==> config.mk <==
export PLATFORM = sky130hd
export DESIGN_NAME = mem_arbiter
export DESIGN_NICKNAME = d
export VERILOG_FILES = /design/src/rtl/mem_arbiter.sv
export SDC_FILE = /design/constraint.sdc
export NUM_CORES = 1
export LEC_CHECK = 0
export BUFFER_PORTS_ARGS = -buffer_cell sky130_fd_sc_hd__buf_2
export CAP_MARGIN = 5
export CORE_MARGIN = 2
export CORE_UTILIZATION = 37
export DETAILED_ROUTE_END_ITERATION = 10
export PLACE_DENSITY_LB_ADDON = 0.08
export SLEW_MARGIN = 25
export SYNTH_ARGS = -nofsm -noshare
export SYNTH_HDL_FRONTEND = slang
export SYNTH_SLANG_ARGS = --single-unit
==> constraint.sdc <==
create_clock -name clk -period 3.45 [get_ports clk]
set_input_delay 0.69 -clock clk [delete_from_list [all_inputs] [get_ports clk]]
set_output_delay 0.69 -clock clk [all_outputs]
set_load 0.01 [all_outputs]
==> src/rtl/mem_arbiter.sv <==
// Two-requester block-fill / write-through arbiter for a pipelined word-wide memory.
// Define ARB_ROUND_ROBIN_EN for round-robin tie-breaking; otherwise the D side wins ties.
module mem_arbiter #(
   parameter int ADDR_WIDTH  = 16,
   parameter int MEM_LAT     = 4,
   parameter int BLOCK_WORDS = 8,
   localparam int IW         = $clog2(BLOCK_WORDS)
) (
   input  logic                  clk,
   input  logic                  rst,
   input  logic                  i_req,
   input  logic [ADDR_WIDTH-1:0] i_addr,
   input  logic                  d_req,
   input  logic [ADDR_WIDTH-1:0] d_addr,
   input  logic                  d_wr,
   input  logic [15:0]           d_wdata,
   output logic                  i_grant,
   output logic                  d_grant,
   output logic                  i_rvalid,
   output logic                  d_rvalid,
   output logic [15:0]           i_rdata,
   output logic [15:0]           d_rdata,
   output logic [IW-1:0]         i_widx,
   output logic [IW-1:0]         d_widx,
   output logic                  i_done,
   output logic                  d_done,
   output logic [ADDR_WIDTH-1:0] mem_addr,
   output logic                  mem_en,
   output logic                  mem_wr,
   output logic [15:0]           mem_wdata,
   input  logic [15:0]           mem_rdata,
   output logic                  busy,
   output logic [1:0]            dbg_state
);

   // Handshake: req is level-held until its done pulse; grant pulses once when the
   // transaction is accepted; rvalid words carry no backpressure and must be taken.
   typedef enum logic [1:0] {IDLE = 2'd0, ISSUE = 2'd1, DRAIN = 2'd2, WRITE = 2'd3} state_t;

   localparam logic [ADDR_WIDTH-1:0] BLK_MASK = ~ADDR_WIDTH'((1 << (IW + 1)) - 1);
   localparam logic [IW-1:0]         LAST_IDX = IW'(BLOCK_WORDS - 1);

   state_t                state, state_n;
   logic [IW-1:0]         k, k_n;
   logic [ADDR_WIDTH-1:0] base, base_n;
   logic                  owner, owner_n;
   logic                  pick_d, any_req;
   logic [ADDR_WIDTH-1:0] sel_addr;
   logic                  i_grant_n, d_grant_n, wdone_n, push;
   logic                  mem_en_n, mem_wr_n;
   logic [ADDR_WIDTH-1:0] mem_addr_n;
   logic [15:0]           mem_wdata_n;

   // In-flight read tags: valid, owner (1 = D) and word index.
   logic [MEM_LAT-1:0]    sr_v, sr_o;
   logic [IW-1:0]         sr_idx [MEM_LAT];
   logic                  out_v, out_o, out_last;
   logic [IW-1:0]         out_idx;

   assign any_req  = i_req | d_req;
   assign sel_addr = pick_d ? d_addr : i_addr;

`ifdef ARB_ROUND_ROBIN_EN
   logic last_d;

   always_ff @(posedge clk) begin
      if (rst)
         last_d <= 1'b0;
      else if (state == IDLE && any_req)
         last_d <= pick_d;
   end

   assign pick_d = d_req & (~i_req | ~last_d);
`else
   assign pick_d = d_req;
`endif

   always_comb begin
      state_n     = state;
      k_n         = k;
      base_n      = base;
      owner_n     = owner;
      i_grant_n   = 1'b0;
      d_grant_n   = 1'b0;
      wdone_n     = 1'b0;
      mem_en_n    = 1'b0;
      mem_wr_n    = 1'b0;
      mem_addr_n  = '0;
      mem_wdata_n = '0;
      case (state)
         IDLE: begin
            if (any_req) begin
               owner_n   = pick_d;
               i_grant_n = ~pick_d;
               d_grant_n = pick_d;
               mem_en_n  = 1'b1;
               if (pick_d && d_wr) begin
                  state_n     = WRITE;
                  wdone_n     = 1'b1;
                  mem_wr_n    = 1'b1;
                  mem_addr_n  = d_addr & ~ADDR_WIDTH'(1);
                  mem_wdata_n = d_wdata;
               end else begin
                  state_n    = ISSUE;
                  k_n        = '0;
                  base_n     = sel_addr & BLK_MASK;
                  mem_addr_n = base_n;
               end
            end
         end
         ISSUE: begin
            // k is the index of the read currently on the port.
            if (k == LAST_IDX) begin
               state_n = DRAIN;
            end else begin
               k_n        = k + 1'b1;
               mem_en_n   = 1'b1;
               mem_addr_n = base + ADDR_WIDTH'({k_n, 1'b0});
            end
         end
         DRAIN: begin
            if (i_done | d_done)
               state_n = IDLE;
         end
         WRITE: state_n = IDLE;
         default: state_n = IDLE;
      endcase
   end

   assign push     = mem_en_n & ~mem_wr_n;
   assign out_v    = sr_v[MEM_LAT-1];
   assign out_o    = sr_o[MEM_LAT-1];
   assign out_idx  = sr_idx[MEM_LAT-1];
   assign out_last = (out_idx == LAST_IDX);

   always_ff @(posedge clk) begin
      if (rst) begin
         state     <= IDLE;
         k         <= '0;
         base      <= '0;
         owner     <= 1'b0;
         i_grant   <= 1'b0;
         d_grant   <= 1'b0;
         mem_en    <= 1'b0;
         mem_wr    <= 1'b0;
         mem_addr  <= '0;
         mem_wdata <= '0;
         sr_v      <= '0;
         sr_o      <= '0;
         for (int i = 0; i < MEM_LAT; i++)
            sr_idx[i] <= '0;
         i_rvalid  <= 1'b0;
         d_rvalid  <= 1'b0;
         i_widx    <= '0;
         d_widx    <= '0;
         i_done    <= 1'b0;
         d_done    <= 1'b0;
      end else begin
         state     <= state_n;
         k         <= k_n;
         base      <= base_n;
         owner     <= owner_n;
         i_grant   <= i_grant_n;
         d_grant   <= d_grant_n;
         mem_en    <= mem_en_n;
         mem_wr    <= mem_wr_n;
         mem_addr  <= mem_addr_n;
         mem_wdata <= mem_wdata_n;
         // Tag enters one cycle before the read is on the port, so the last stage
         // lines up with the cycle before the data returns.
         for (int i = MEM_LAT - 1; i > 0; i--) begin
            sr_v[i]   <= sr_v[i-1];
            sr_o[i]   <= sr_o[i-1];
            sr_idx[i] <= sr_idx[i-1];
         end
         sr_v[0]   <= push;
         sr_o[0]   <= owner_n;
         sr_idx[0] <= k_n;
         i_rvalid  <= out_v & ~out_o;
         d_rvalid  <= out_v & out_o;
         i_widx    <= (out_v & ~out_o) ? out_idx : '0;
         d_widx    <= (out_v & out_o) ? out_idx : '0;
         i_done    <= out_v & ~out_o & out_last;
         d_done    <= (out_v & out_o & out_last) | wdone_n;
      end
   end

   assign i_rdata   = i_rvalid ? mem_rdata : 16'h0000;
   assign d_rdata   = d_rvalid ? mem_rdata : 16'h0000;
   assign busy      = (state != IDLE);
   assign dbg_state = state;

endmodule
# After elaboration in Yosys (flattened, before gate mapping)
# Memory sizes are Yosys's and may differ from the RTL's.
# Cells that the tools add are included.
classes:
  add_sub_neg: 2
  eq_ne: 8
  mux: 31
  bitwise_logic: 20
  n_reduce_logical: 9
ops:
  columns: ["cell", "n"]
  rows:
  - ["2-to-1 mux 16 bit", 6]
  - ["case mux 16 bit (2 select lines)", 1]
  - ["2-to-1 mux 3 bit", 7]
  - ["adder 16 x 4 -> 16 bit", 1]
  - ["2-to-1 mux 1 bit", 10]
  - ["2-to-1 mux 2 bit", 4]
  - ["inverter 1 bit", 8]
  - ["case mux 2 bit (4 select lines)", 1]
  - ["bitwise OR 1 bit", 7]
  - ["equality test 3 bit, second input constant", 2]
  - ["inequality test 2 bit, second input constant", 3]
  - ["case mux 3 bit (2 select lines)", 1]
  - ["AND reduction 3 bit", 2]
  - ["AND 1 bit", 5]
  - ["equality test 2 bit, second input constant", 2]
  - ["OR reduction 2 bit", 2]
  - ["OR reduction 4 bit", 1]
  - ["adder 3 x 1 -> 3 bit, second input constant", 1]
  - ["OR reduction 3 bit", 1]
  - ["equality test 2 x 1 -> 1 bit, second input constant", 1]
  - ["zero test 2 bit", 1]
  - ["case mux 1 bit (2 select lines)", 1]
  - ["nonzero test 2 bit", 1]
  - ["logical AND 1 bit", 1]
word_totals:
  ff_bits: 72
  mem_bits_rw: 12
  input_bits: 69
  output_inout_bits: 81
  word_cells: 89
  memories: 1
mem_list:
  columns: ["memory", "words", "word_bits", "read_ports", "rd_ports_with_merged_regs", "write_ports", "line", "rtl"]
  rows:
  - ["sr_idx", 4, 3, 4, 0, 4, "56", "logic [IW-1:0] sr_idx [MEM_LAT];"]

# Longest topological paths before layout
# Gate-level depths: netlist (run 1).
logic_depth:
  word_depth: 6
  ltp_mapped: 6
  ltp_nobuf: 5

# Least setup slack after synthesis (run 1)
# OpenSTA, ideal clock, no wires.
synth_path:
  path_kind: "input -> register"
  start: "in d_req"
  end: "mem sr_idx[0][0] (netlist bit)"
  setup_ns: 0.058
  arrival_ns: 1.665
  t_required_ns: 3.392
  setup_slack_ns: 1.727
  path_stages: 5
  path_buffers: 2
  path_cell_list: "buf_6 -> or2_1 -> buf_2 -> a2111oi_0 -> a211o_1"
synth_rtl:
  columns: ["element", "line", "rtl"]
  rows:
  - ["start, declared", "13", "input logic d_req,"]
  - ["end, declared", "56", null]

# Final worst setup path (run 1)
layout_path:
  start: "reg state[1], in the netlist dbg_state[1]"
  end: "out busy"
layout_via:
  elab_chain_cells: 1
layout_rtl:
  columns: ["element", "line", "rtl"]
  rows:
  - ["start, declared", "43", "state_t state, state_n;"]
  - ["start signal, assigned", "159", "state <= state_n;"]
  - ["nonzero test 2 bit", "190", "assign busy = (state != IDLE);"]
  - ["end, declared", "32", "output logic busy,"]
# No other way between the ends.

==> impl_metrics.yaml, run 1 <==
clock_tree:
  clock_sinks: 79
  post_cts_resized: 0
  numCtsBuffers: 9
  root_buffer: "clkbuf_8"
  cts_tree: "done"
  clk_latency_ps: 350
  clk_path_buf_depth: 2
  postCtsHoldBufs: 0
  h-tree-depth: 3
  cts.clk_slew.worst_paths_ps: 80
  cts_setup_buffers: 0
layout:
  drive_gt1_share_pct: 39.5
  area_delta_synth_final_pct: 31.3
  n_antenna_cell: 0
  num-nets-final: 500
  fin_util_pct: 49.6
  fin_cells: 538
  final_cell_area_um2: 4020
yosys:
  async_flop_share_pct: 0
  syn_area_per_cell_um2: 10.4
  syn_inst: 293
  yosys_most_used_dff: "dfxtp_1"
  synth_top_area_share_pct: 51.7
  synth-seq-cells: 79
  synth_cell_types: 42
  syn_area_um2: 3060
  synth_largest_area_cell: "dfxtp_1"
  synth.yosys.seq_area_share_pct: 51.7
  synth-edff-count: 0
  ys_warn_count: 0
  synth_nets: 365
  synth_area_leaders: "dfxtp_1, and2_1, mux2i_1, nor2b_1, a211oi_1"
timing:
  rsz0062_at_grt: "false"
  whs_ps: 441
  finalCritPeriodShare_pct: 75.4
  hold_viol: 0
  worst_pin_slew_ps: 759
  finalClockSkew_ps: 11.6
  post-route-worst-setup-slack_ps: 850
  max-slew-margin-rel_pct: 49.4
  setup_tns_ps: 0
  slew_violations: 0
  fmax_ghz: 0.385
  min_period_ps: 2600
  finalSetupViolCount: 0
route:
  ant_nets: 0
  vias: 2595
  drt_iter0_drc: 60
  drc: 0
  avgViaCountPerCell: 4.82
  first_pass_iters: 4
  finalWirelength_mm: 7.23
  wl_per_cell_um: 13.4
placement:
  dpl.cell_count: 522
  place_hpwl_mm: 4.85
  dpl_cell_area_um2: 3810
  numPortBuffers: 143
  gp_congestion: 0.772
  detailedPlace.worstSlack_ps: 1170
pwr:
  clkPwrFrac_pct: 36.8
  power.switching_mw: 0.502
  sequentialPowerShare_pct: 50.9
  combPwrFrac_pct: 12.3
  vdd_ir_drop_max_mv: 0.180
  power_mw: 1.91
  power_density_nw_per_um2: 476
  p_leak_nw: 1.97
  cell_internal_pwr_mw: 1.41
  swShare_pct: 26.3
floorplanning:
  die-area_um2: 9010
  io_pins: 150
  core_area_um2: 8090
  initial_core_util_pct: 37.8
  die_x_um: 94.9
  die_y_um: 94.9
  rows: 33
global_routing:
  grt_start_max_net_pins: 41
  grt_pass1_vias: 2270
  grt_use_total_pct: 16.2
  grt_pass1_wl_mm: 11.2
  grt-ovfl-total: 0
  antenna_found_initial: 0
setup_path:
  arrival_ps: 1910
  cp_top_family: "buffers and inverters"
  path_buf_inv: 3
  critical_path_class: "reg -> out"
  crit_slowest_cell: "nor2_2"
  crit_required_ps: 2760
  worst-path-max-fanout: 19
  crit_path_max_incr_delay_ps: 520
  endpoint_kind: "output port"
  worstPathCellList: "buf_4 -> nor2_2 -> inv_2 -> buf_2"
  crit_path_start_kind: "flip-flop"
flow_run:
  max_cap_viol_count: 0
outcome:
  status: "complete, no violations"
hold_path:
  hold_class: "reg -> reg"
==> cells by family after synthesis <==
logic type / synth area share (%)
AO/OA/AOI/OAI: 12.8
AND/OR/NAND/NOR: 25.9
multiplexers: 3.93
adder cells (fa/ha/maj): 1.23
other: 0.123
flip-flops: 51.7
buffers and inverters: 4.30
==> layout by cell type, fill, tap and decap left out, types with 5 or more instances in the layout <==
cell type  instances
o31a_1            11
nor2b_1           17
nor3b_1            5
nor2_1            17
a31oi_1           13
clkbuf_8           9
buf_2            143
or4bb_1            8
dfxtp_1           79
and2_1            54
mux2i_1           12
a211oi_1          14
==> state kept, by name (all words and copies together) (netlist names), 2 cells and up <==
signal / count
d_widx: 3
i_widx: 3
base: 12
dbg_state: 2
mem_wdata: 16
sr_o: 4
sr_v: 4
sr_idx: 12
mem_addr: 15
==> final timing paths <==
| check | slack, ps | endpoint | startpoint | cells after the start |
|---|---|---|---|---|
| worst max-delay path | 850 | busy | dbg_state[1]$_SDFFE_PP0P_ | 4 |
| worst min-delay path | 440 | sr_v[3]$_SDFF_PP0_ | sr_v[2]$_SDFF_PP0_ | 1 |
| worst max register to register | 1280 | mem_wdata[12]$_SDFF_PP0_ | dbg_state[1]$_SDFFE_PP0P_ | 5 |
| worst min register to register | 440 | sr_v[3]$_SDFF_PP0_ | sr_v[2]$_SDFF_PP0_ | 1 |
==> power groups by stage <==
stage	sequential (mW)	clock (mW)	combinational (mW)
global route	0.978	0.767	0.263
floorplan	1.01	0	0.139
global placement	0.993	0	0.237
CTS	0.973	0.724	0.239
finish	0.972	0.703	0.236
detailed placement	0.993	0	0.238
==> routing by layer <==
metal  up-vias  part of all wire (%)  track usage (%)
li1       1301                     -                -
met1      1197                    45             20.6
met2        91                    46             26.2
met3         6                   7.6             3.83
met4         0                  0.94             6.88
met5         -                     0                0
==> worst register-to-register path, delay by kind of cell, from the launching register on <==
family                 cells  cell delay (ps)
and+or+nand+nor            3             1320
buffers and inverters      2              500
DFF                        1              300
==> Yosys cell counts, drive strengths merged, types with 2 or more instances <==
cell type / count
a2111oi: 2
a211oi: 14
a21oi: 3
a221o: 2
a22oi: 2
a31oi: 13
and2: 54
buf: 14
clkbuf: 9
dfxtp: 79
ha: 3
inv: 3
mux2i: 12
nand2: 3
nand4bb: 3
nor2: 18
nor2b: 17
nor3: 3
nor3b: 5
o31a: 11
or2: 2
or4bb: 8
==> layout make-up <==
| class | count | area (um2) |
|---|---|---|
| fillers | 822 | 4080 |
| flip-flops and latches | 79 | 1580 |
| multi-input cells | 188 | 1350 |
| repair buffers | 147 | 746 |
| well taps | 105 | 131 |
| clock buffers | 9 | 124 |
| clock inverters | 7 | 77.6 |
| inverters | 3 | 11.3 |
Power figures use the tool's default switching activity.
==> run 2, diff against run 1 <==
clock period = 2.6 ns   (was 3.45 ns; I/O delays follow)
==> run 2 against run 1 <==
Sequential power is 33% higher. Critical path depth stayed put. Sequential share of layout area hardly changed. Die area stayed put. Non-clock buffer count is 3 higher. Clock power is 18% higher. Largest cell class unchanged.
==> impl_metrics.yaml, run 2 (synthesis results as in run 1) <==
outcome:
  status: "complete, no violations"
layout:
  top_register: "mem_wdata"
  fin_util_pct: 49.7
  drive_gt1_share_pct: 39.9
  n_antenna_cell: 0
  final_common_cell: "buf_2"
  area_delta_synth_final_pct: 31.4
  most-common-layout-cells: "buf_2, dfxtp_1, and2_1, nor2_1, nor2b_1"
  largest_reg_flops: 16
  reg_top3: "mem_wdata x16, mem_addr x15"
  num-nets-final: 503
setup_path:
  worst-path-max-fanout: 17
  worstPathCellList: "nor2_2 -> buf_4 -> inv_2 -> buf_2"
  reg2reg_from: "sr_idx[0][0]$_SDFFE_PP0P_"
  crit_path_start_kind: "flip-flop"
  path_buf_inv: 3
  cp_top_family: "buffers and inverters"
  crit_required_ps: 2080
  r2r_slack_ps: 920
  crit_path_max_incr_delay_ps: 350
  critical_path_class: "reg -> out"
  crit_slowest_cell: "dfxtp_1"
  worstSetupStartpoint: "dbg_state[1]$_SDFFE_PP0P_"
  endpoint_kind: "output port"
  arrival_ps: 1420
clock_tree:
  clk_path_buf_depth: 2
  postCtsHoldBufs: 0
  cts_setup_buffers: 0
  numCtsBuffers: 9
  clock_sinks: 79
  cts.clk_slew.worst_paths_ps: 90
  root_buffer: "clkbuf_8"
  clk_latency_ps: 350
  cts_tree: "done"
  h-tree-depth: 3
  post_cts_resized: 0
pwr:
  sequentialPowerShare_pct: 53.0
  clkPwrFrac_pct: 33.9
  combPwrFrac_pct: 13.1
  p_leak_nw: 1.97
  cell_internal_pwr_mw: 1.78
  vdd_ir_drop_max_mv: 0.397
  power.switching_mw: 0.660
  swShare_pct: 27.1
  power_density_nw_per_um2: 606
floorplanning:
  die-area_um2: 9010
  io_pins: 150
  core_area_um2: 8090
  rows: 33
  initial_core_util_pct: 37.8
  die_y_um: 94.9
  die_x_um: 94.9
timing:
  fmax_ghz: 0.516
  setup_tns_ps: 0
  finalClockSkew_ps: 10.4
  slew_violations: 0
  hold_viol: 0
  max-slew-margin-rel_pct: 58.2
  finalSetupViolCount: 0
  finalCritPeriodShare_pct: 74.5
  worst_pin_slew_ps: 626
  rsz0062_at_grt: "false"
  min_period_ps: 1940
  post-route-worst-setup-slack_ps: 662
global_routing:
  grt_pass1_vias: 2296
  grt_use_total_pct: 16.0
  grt_pass1_wl_mm: 11.1
  antenna_found_initial: 0
  grt-ovfl-total: 0
  grt_start_max_net_pins: 27
placement:
  gp_congestion: 0.739
  place_hpwl_mm: 4.95
  detailedPlace.worstSlack_ps: 566
  numPortBuffers: 143
route:
  drt_iter0_drc: 61
  wl_per_cell_um: 13.2
  vias: 2597
  avgViaCountPerCell: 4.80
  ant_nets: 0
  first_pass_iters: 4
  finalWirelength_mm: 7.13
  drc: 0
hold_path:
  min_from: "d_wdata[6]"
  hold_class: "in -> reg"
flow_run:
  max_cap_viol_count: 0
run 2: changes by cell type in the layout (fill, tap and decap cells not counted):
cell / delta
buf_4: +3
inv_8: +1
clkinv_4: +2
inv_6: -3
clkinvlp_4: +1
bufinv_16: -1
run 2: final timing paths:
check,cells after the start,to
worst max-delay path,4,busy
worst min-delay path,2,mem_wdata[6]$_SDFF_PP0_
worst max register to register,5,mem_addr[4]$_SDFF_PP0_
worst min register to register,1,sr_idx[2][1]$_SDFF_PP0_
run 2: cell type report:
class	instances	area, um2
fill	841	4070
timing repair buffer	150	768
tap	105	131
clock inverter	7	57.6
multi-input combinational	188	1350
inverter	3	11.3
sequential	79	1580
clock buffer	9	124
run 2: power by group through the flow:
stage / logic [mW] / registers, mW / clock network, mW
after CTS: 0.322 / 1.29 / 0.857
after global routing: 0.352 / 1.30 / 0.907
final: 0.318 / 1.29 / 0.827
after detailed placement: 0.320 / 1.32 / 0
after floorplan: 0.184 / 1.33 / 0
after global placement: 0.318 / 1.32 / 0
run 2: routing by layer:
metal	vias to the layer above	wire (um)	GRT usage (%)
met5	-	0	0
met1	1189	3080	19.1
li1	1299	-	-
met3	8	546	5.19
met4	0	57	3.99
met2	101	3450	27.7
run 2: metrics by stage:
step | std cells | cell area, um2 | hold WS [ps] | power [mW]
floorplan | 293 | 3060 | 414 | 1.52
detailed placement | 525 | 3840 | 422 | 1.64
finish | 541 | 4020 | 360 | 2.44
global placement | 525 | 3840 | 416 | 1.64
global route | 541 | 4020 | 344 | 2.56
CTS | 541 | 4020 | 343 | 2.47
==> run 3, diff against run 2 <==
clock period = 1.7 ns   (was 2.6 ns; I/O delays follow)
==> run 3 against run 2 <==
Via count rose by 0.62%. Clock-buffer cell count rose by 1. Total power grew 67%. Utilization grew 2.1 points. Non-clock buffer count is 13 higher. Clock skew up 1.2 ps. Critical endpoint unchanged. Combinational power increased by 62%. Critical path type unchanged. Register-to-register slack worse by 820 ps. Sequential share of layout area down 1.5 points.
==> impl_metrics.yaml, run 3 (synthesis results as in run 1) <==
clock_tree:
  clk_latency_ps: 350
  clk_path_buf_depth: 2
  h-tree-depth: 3
  clock_sinks: 79
  root_buffer: "clkbuf_8"
  cts_tree: "done"
  cts.clk_slew.worst_paths_ps: 90
  postCtsHoldBufs: 0
  cts_setup_buffers: 0
  numCtsBuffers: 9
timing:
  whs_ps: 186
  finalSetupViolCount: 0
  finalCritPeriodShare_pct: 95.9
  hold_viol: 0
  min_period_ps: 1630
  max-slew-margin-rel_pct: 61.6
  rsz0062_at_grt: "false"
  worst_pin_slew_ps: 574
  slew_violations: 0
  fmax_ghz: 0.614
  setup_tns_ps: 0
  finalClockSkew_ps: 11.6
layout:
  fin_cells: 554
  num-nets-final: 516
  reg_top3: "mem_wdata x16, mem_addr x15"
  n_antenna_cell: 0
  most-common-layout-cells: "buf_2, dfxtp_1, and2_1, buf_4, nor2_1"
  top_register: "mem_wdata"
  final_common_cell: "buf_2"
  area_delta_synth_final_pct: 36.9
  drive_gt1_share_pct: 42.8
  largest_reg_flops: 16
pwr:
  power.switching_mw: 0.997
  p_leak_nw: 2.06
  combPwrFrac_pct: 12.6
  power_mw: 4.07
  cell_internal_pwr_mw: 3.08
  vdd_ir_drop_max_mv: 0.421
  clkPwrFrac_pct: 38.6
  power_density_nw_per_um2: 973
  swShare_pct: 24.5
  sequentialPowerShare_pct: 48.7
global_routing:
  grt_pass1_vias: 2328
  antenna_found_initial: 0
  grt-ovfl-total: 0
  grt_use_total_pct: 16.0
  grt_start_max_net_pins: 20
  grt_pass1_wl_mm: 11.0
hold_path:
  whs_endpoint: "mem_wdata[6]$_SDFF_PP0_"
  hold_class: "in -> reg"
  hold_path_depth: 2
  min_from: "d_wdata[6]"
route:
  route.top_layer_used: "met4"
  ant_nets: 0
  first_pass_iters: 4
  wl_per_cell_um: 13.2
  routed-wl-met3_um: 483
  drt_iter0_drc: 54
  finalWirelength_mm: 7.29
  route.met2.wl_mm: 3.62
  vias: 2613
  avgViaCountPerCell: 4.72
  drc: 0
  drt-met1-wl_mm: 3.11
setup_path:
  crit_path_start_kind: "flip-flop"
  r2r_slack_ps: 100
  endpoint_kind: "output port"
  critical_path_class: "reg -> out"
  crit_required_ps: 1360
  reg2reg_to: "sr_idx[0][1]$_SDFFE_PP0P_"
  arrival_ps: 1290
  worst-path-max-fanout: 10
  reg2reg_from: "sr_idx[0][1]$_SDFFE_PP0P_"
  worst-r2r-cell-count: 5
placement:
  numPortBuffers: 143
  gp_congestion: 0.757
  dpl.cell_count: 538
  place_hpwl_mm: 5.34
floorplanning:
  rows: 33
  die_x_um: 94.9
  core_area_um2: 8090
  die_y_um: 94.9
  initial_core_util_pct: 37.8
  die-area_um2: 9010
  io_pins: 150
flow_run:
  max_cap_viol_count: 0
outcome:
  status: "complete, no violations"
==> run 3: cell types whose count changed in the layout (fill, tap and decap cells not counted), sizes merged <==
cell,previous run,this run
bufinv,0,2
clkinv,3,2
clkbuf,9,10
inv,5,4
clkinvlp,2,1
buf,150,163
==> run 3: per-layer routing <==
metal  vias to the layer above  track usage, %
li1                       1329               -
met2                        95            27.7
met4                         0            4.95
met1                      1182            18.9
met5                         -               0
met3                         7            5.03
==> run 3: metrics by stage <==
stage | utilization [%] | worst slack [ps] | instance area [um2]
2_1_floorplan | - | 162 | 3060
3_3_place_gp | 48.8 | 56.8 | 3950
3_5_place_dp | 48.8 | 29.6 | 3950
4_1_cts | 51.7 | 22.5 | 4180
5_1_grt | 51.7 | 12.3 | 4190
6_report | 51.7 | 70.4 | 4190
==> run 3: worst max-delay path by stage <==
stage | startpoint | end | slack [ps]
final | dbg_state[1]$_SDFFE_PP0P_ | busy | 70
after global routing | sr_idx[0][0]$_SDFFE_PP0P_ | sr_idx[0][1]$_SDFFE_PP0P_ | 10
after CTS | sr_idx[0][1]$_SDFFE_PP0P_ | mem_addr[11]$_SDFF_PP0_ | 20
after detailed placement | d_req | mem_wdata[2]$_SDFF_PP0_ | 30
after global placement | sr_idx[0][0]$_SDFFE_PP0P_ | mem_addr[11]$_SDFF_PP0_ | 60
after floorplan | sr_idx[0][0]$_SDFFE_PP0P_ | mem_addr[7]$_SDFF_PP0_ | 160
==> run 3: final cells by class <==
class / instances / area, um2
fill: 772 / 3910
sequential: 79 / 1590
multi-input combinational: 188 / 1350
timing repair buffer: 163 / 878
clock buffer: 10 / 138
tap: 105 / 131
clock inverter: 6 / 92.6
inverter: 3 / 11.3
==> run 3: power groups by stage <==
| stage | Combinational [mW] | Sequential (mW) | Clock, mW |
|---|---|---|---|
| final | 0.514 | 1.98 | 1.57 |
| after detailed placement | 0.516 | 2.03 | 0 |
| after CTS | 0.519 | 1.99 | 1.61 |
| after floorplan | 0.282 | 2.04 | 0 |
| after global placement | 0.513 | 2.03 | 0 |
| after global routing | 0.566 | 2.00 | 1.69 |
==> run 3: worst max-delay path: stages, from the launching register on <==
cell,delay (ps)
dfxtp_2,480
nor2_2,80
inv_2,200
buf_2,180
==> run 3: what timing repair did <==
action,4_1_cts,5_1_grt
endpoints found under the hold margin,0,0
setup endpoints to repair,1,27
gates resized for setup,2,3
